==> src/rtl/reg_preloader.sv <==
// reg_preloader: stalls the CPU and streams preload beats into the register file, optionally zeroing r1..r7 first.
module reg_preloader #(
  parameter int WIDTH = 8,
  parameter int SIZE  = 8,
  parameter int CLEAR = 1
) (
  input  logic             clock_i,
  input  logic             reset_i,
  input  logic             start_i,
  input  logic             in_valid_i,
  output logic             in_ready_o,
  input  logic [2:0]       in_reg_i,
  input  logic [WIDTH-1:0] in_data_i,
  input  logic             in_last_i,
  input  logic             cpu_we_i,
  input  logic [2:0]       cpu_rd_i,
  input  logic [WIDTH-1:0] cpu_data_i,
  output logic             rf_we_o,
  output logic [2:0]       rf_rd_o,
  output logic [WIDTH-1:0] rf_data_o,
  output logic             cpu_hold_o,
  output logic             done_o,
  output logic             err_o,
  output logic [3:0]       count_o
);
  typedef enum logic [1:0] {S_IDLE, S_CLEAR, S_LOAD, S_DONE} state_t;
  localparam logic [2:0] LAST = 3'(SIZE - 1);
  state_t           state_q, state_d;
  logic [2:0]       idx_q, idx_d;
  logic             we_q, we_d;
  logic [2:0]       rd_q, rd_d;
  logic [WIDTH-1:0] data_q, data_d;
  logic [3:0]       count_q, count_d;
  logic             err_q, err_d;
  logic             acc, idle, clr;
  always_comb begin
    acc     = state_q == S_LOAD && in_valid_i;
    state_d = state_q;
    idx_d   = idx_q;
    we_d    = acc && in_reg_i != 3'd0;
    rd_d    = in_reg_i;
    data_d  = in_data_i;
    count_d = count_q;
    err_d   = err_q;
    if (state_q == S_IDLE && start_i) begin
      state_d = CLEAR != 0 ? S_CLEAR : S_LOAD;
      count_d = 4'd0;
      err_d   = 1'b0;
    end
    if (state_q == S_CLEAR) begin
      idx_d   = idx_q == LAST ? 3'd1 : idx_q + 3'd1;
      state_d = idx_q == LAST ? S_LOAD : S_CLEAR;
    end
    if (acc) begin
      count_d = in_reg_i != 3'd0 && count_q != 4'd15 ? count_q + 4'd1 : count_q;
      err_d   = err_q || in_reg_i == 3'd0;
      state_d = in_last_i ? S_DONE : S_LOAD;
    end
    if (state_q == S_DONE) state_d = S_IDLE;
  end
  always_ff @(posedge clock_i) begin
    if (reset_i) begin
      state_q <= S_IDLE;
      idx_q   <= 3'd1;
      we_q    <= 1'b0;
      rd_q    <= 3'd0;
      data_q  <= '0;
      count_q <= 4'd0;
      err_q   <= 1'b0;
    end else begin
      state_q <= state_d;
      idx_q   <= idx_d;
      we_q    <= we_d;
      rd_q    <= rd_d;
      data_q  <= data_d;
      count_q <= count_d;
      err_q   <= err_d;
    end
  end
  // a pending write is suppressed while reset is asserted so it never reaches the regfile
  always_comb begin
    idle       = state_q == S_IDLE;
    clr        = state_q == S_CLEAR;
    in_ready_o = state_q == S_LOAD;
    cpu_hold_o = !idle;
    done_o     = state_q == S_DONE;
    err_o      = err_q;
    count_o    = count_q;
    rf_we_o    = idle ? cpu_we_i : !reset_i && (clr || we_q);
    rf_rd_o    = idle ? cpu_rd_i : clr ? idx_q : rd_q;
    rf_data_o  = idle ? cpu_data_i : clr ? '0 : data_q;
  end
endmodule

==> config.mk <==
export PLATFORM = sky130hd
export DESIGN_NAME = reg_preloader
export DESIGN_NICKNAME = d
export VERILOG_FILES = /design/src/rtl/reg_preloader.sv
export SDC_FILE = /design/constraint.sdc
export NUM_CORES = 1
export LEC_CHECK = 0
export ABC_CLOCK_PERIOD_IN_PS = 4250
export CAP_MARGIN = 10
export CORE_ASPECT_RATIO = 1.5
export CORE_MARGIN = 2
export CORE_UTILIZATION = 40
export CTS_BUF_LIST = sky130_fd_sc_hd__clkbuf_8
export DETAILED_ROUTE_END_ITERATION = 12
export GPL_TIMING_DRIVEN = 0
export PLACE_DENSITY = 0.78
export SYNTH_ARGS = -nofsm -noshare
export SYNTH_HDL_FRONTEND = slang
export SYNTH_SLANG_ARGS = --single-unit
export TNS_END_PERCENT = 20
==> constraint.sdc <==
create_clock -name clock_i -period 4.25 [get_ports clock_i]
set_clock_uncertainty 0.15 [all_clocks]
set_input_delay 0.85 -clock clock_i [delete_from_list [all_inputs] [get_ports clock_i]]
set_output_delay 0.85 -clock clock_i [all_outputs]
set_load 0.02 [all_outputs]
==> impl_metrics.toml <==
[placement]
place_hpwl_um = 1980
place_ws_ps = 787
routabilityCongestion = 0.804
io_buffers = 47
place_area_mm2 = 0.00153

[critical_path]
cp.required_ps = 3250
cp_slowest_cell = "clkdlybuf4s50_1"
arrival_ps = 2450
regToRegEndpoint = "count_o[0]"
cp_top_family = "buffers and inverters"
crit_fanout = 10
cpMostUsedCell = "clkdlybuf4s50_1"
cp_cell_sequence = "clkdlybuf4s50_1 > clkbuf_1 > o22ai_1 > clkdlybuf4s50_1"
reg2reg_slack_ps = 2670
crit_type = "in -> out"
worstRegToRegCells = 4
start_kind = "input pin"
worst_setup_path_end_kind = "primary output"
cpPeakStageDelay_ps = 560
worst-path-buf-inv = 3
r2r-start = "count_o[0]"

[worst_hold_path]
hold_path.class = "reg -> reg"
holdCritStartpoint = "idx_q[2]"
min_to = "idx_q[2]"
whs_path_depth = 2

[cts]
post_cts_resized = 0
path_clk_slew_ps = 80
cts_setup_buffers = 0
hold_buffers = 0
cts_buffers = 3
clockBufferDepth = 2
cts_max_level = 1
cts_root_buffer = "clkbuf_8"
clock_sinks = 22
cts_tree = "built"
clkLatencyLatePin_ps = 260

[floorplanning]
start_util = 0.421
coreArea_mm2 = 0.00245
io_pins = 48
rows = 22
die_width_um = 45.5
dieArea_mm2 = 0.00301
die_h_um = 66.2

[routing]
num_vias = 1008
wirelength_um = 2500
via_per_inst = 5.39
first_iter_violations = 23
dr.pass1.iters = 4
routedWlPerCell_um = 13.4
postRouteAntennaNets = 0
remaining_drc_errors = 0

[synthesis]
synth.most_common_cell = "dfxtp_1"
ys_types = 32
synth_flop_cell = "dfxtp_1"
synthAdderAreaFrac = 0.0364
synth-async-reset-ratio = 0
synth_top_family_by_area = "simple AND/OR/NAND/NOR gates"
ys.warnings.count = 0
synth_nets = 143
synth_compound_area_frac = 0.184
synth-edff-count = 0
synth-simple-area-share = 0.258
synthMuxAreaShare = 0.0485
yosysTopAreaCell = "dfxtp_1"
yosysTopAreaCellShare = 0.427
synth.top_cells.by_count = "dfxtp_1, nor2b_1, nand2_1"
synth_seq_cells = 22
ys_top_cells_by_area = "dfxtp_1, nor2b_1, a22o_1"
ys_seq_area_frac = 0.427
syn_area_per_cell_um2 = 9.22
syn_area_mm2 = 0.00103
synthCells = 112
yosys.area_share.xor_xnor = 0

[flow_run]
drv_cap = 0

[sta]
fmax_mhz = 290
fin_ws_ps = 799
slew_viol_final = 0
rsz0062_at_grt = "false"
min_period_ps = 3450
setup_tns_ps = 0
worstMarginPinSlew_ps = 464
setup_viol = 0
relSlewSlack = 0.689
finalHoldViolCount = 0
fin_crit_sh = 0.812
fin_hold_ws_ps = 343

[final_layout]
finalNetCount = 195
fin_area_mm2 = 0.00159
diodes = 0
drive_gt1_frac = 0.0613
syn2layout_area_growth_pct = 53.8

[grt]
antenna_found_initial = 0
grt_usage = 0.179
grt_overflow = 0
grt_start_max_net_pins = 13
grt_first_pass_wirelength_um = 4010
grt_pass1_vias = 943

[pwr]
power_w = 0.000470
ir_drop_v = 0.000211
p_per_area_mw_per_mm2 = 296
p_leak_nw = 0.641

[status]
status = "completed"
worst min-delay path: cells and delay by family, from the launching register on:
kind / cells / cell delay [ps]
flops: 1 / 330
simple gates: 1 / 70
compound gates: 1 / 60
worst max-delay path by stage:
stage | start | end | cells after the start
floorplan | reset_i | rf_we_o | 2
global placement | reset_i | rf_we_o | 4
detailed placement | reset_i | rf_we_o | 4
CTS | reset_i | rf_we_o | 4
global route | reset_i | rf_we_o | 4
finish | reset_i | rf_we_o | 4
cell usage in the layout, fill, tap and decap left out, types with 2 or more instances in the layout:
master	synthesis	layout
ha_1	3	3
clkbuf_1	4	4
and3_1	2	2
nor2b_1	13	13
mux2i_1	5	5
a21oi_1	5	5
a31oi_1	2	2
nand3_1	4	4
dfxtp_1	22	22
clkbuf_8	0	4
o21ai_0	4	4
o311ai_0	2	2
nand2b_1	2	2
nor2_1	4	4
nand2_1	10	10
a22o_1	8	8
clkdlybuf4s50_1	0	47
inv_1	3	3
or4_1	3	3
buf_2	2	2
logic make-up (layout without fill, tap and decap cells):
| logic type | Yosys count | after routing |
|---|---|---|
| compound gates | 27 | 27 |
| fa+ha+maj | 3 | 3 |
| buf+inv | 10 | 61 |
| flops | 22 | 22 |
| mux | 5 | 5 |
| simple gates | 45 | 45 |
routing by layer:
metal  global-route usage  vias up  routed length (µm)
met3               0.0437        5                 159
met1                0.200      470                1000
met2                0.306       28                1300
met4               0.0772        0                  40
met5                    0        -                   0
li1                     -      505                   -
layout make-up:
cell class	count	area [µm²]
Sequential cell	22	440
Tap cell	24	30.0
Fill cell	205	862
Buffer	7	36.3
Multi-Input combinational cell	80	544
Clock buffer	4	55.1
Inverter	3	11.3
Timing Repair Buffer	47	470
power breakdown:
part / switching (W) / internal (W)
clock network: 0.0000659 / 0.0000825
registers: 0.00000481 / 0.000215
logic: 0.0000434 / 0.0000584
registers in the layout, indices dropped and copies added, names as in the netlist:
register / flops
idx_q: 3
rd_q: 3
we_q: 1
count_o: 4
err_o: 1
data_q: 8
state_q: 2
per-stage QoR:
stage	utilization	instances
after floorplan	-	112
after global placement	0.626	183
after detailed placement	0.626	183
after CTS	0.648	187
after global routing	0.648	187
final	0.648	187
(Power assumes the default switching activity.)
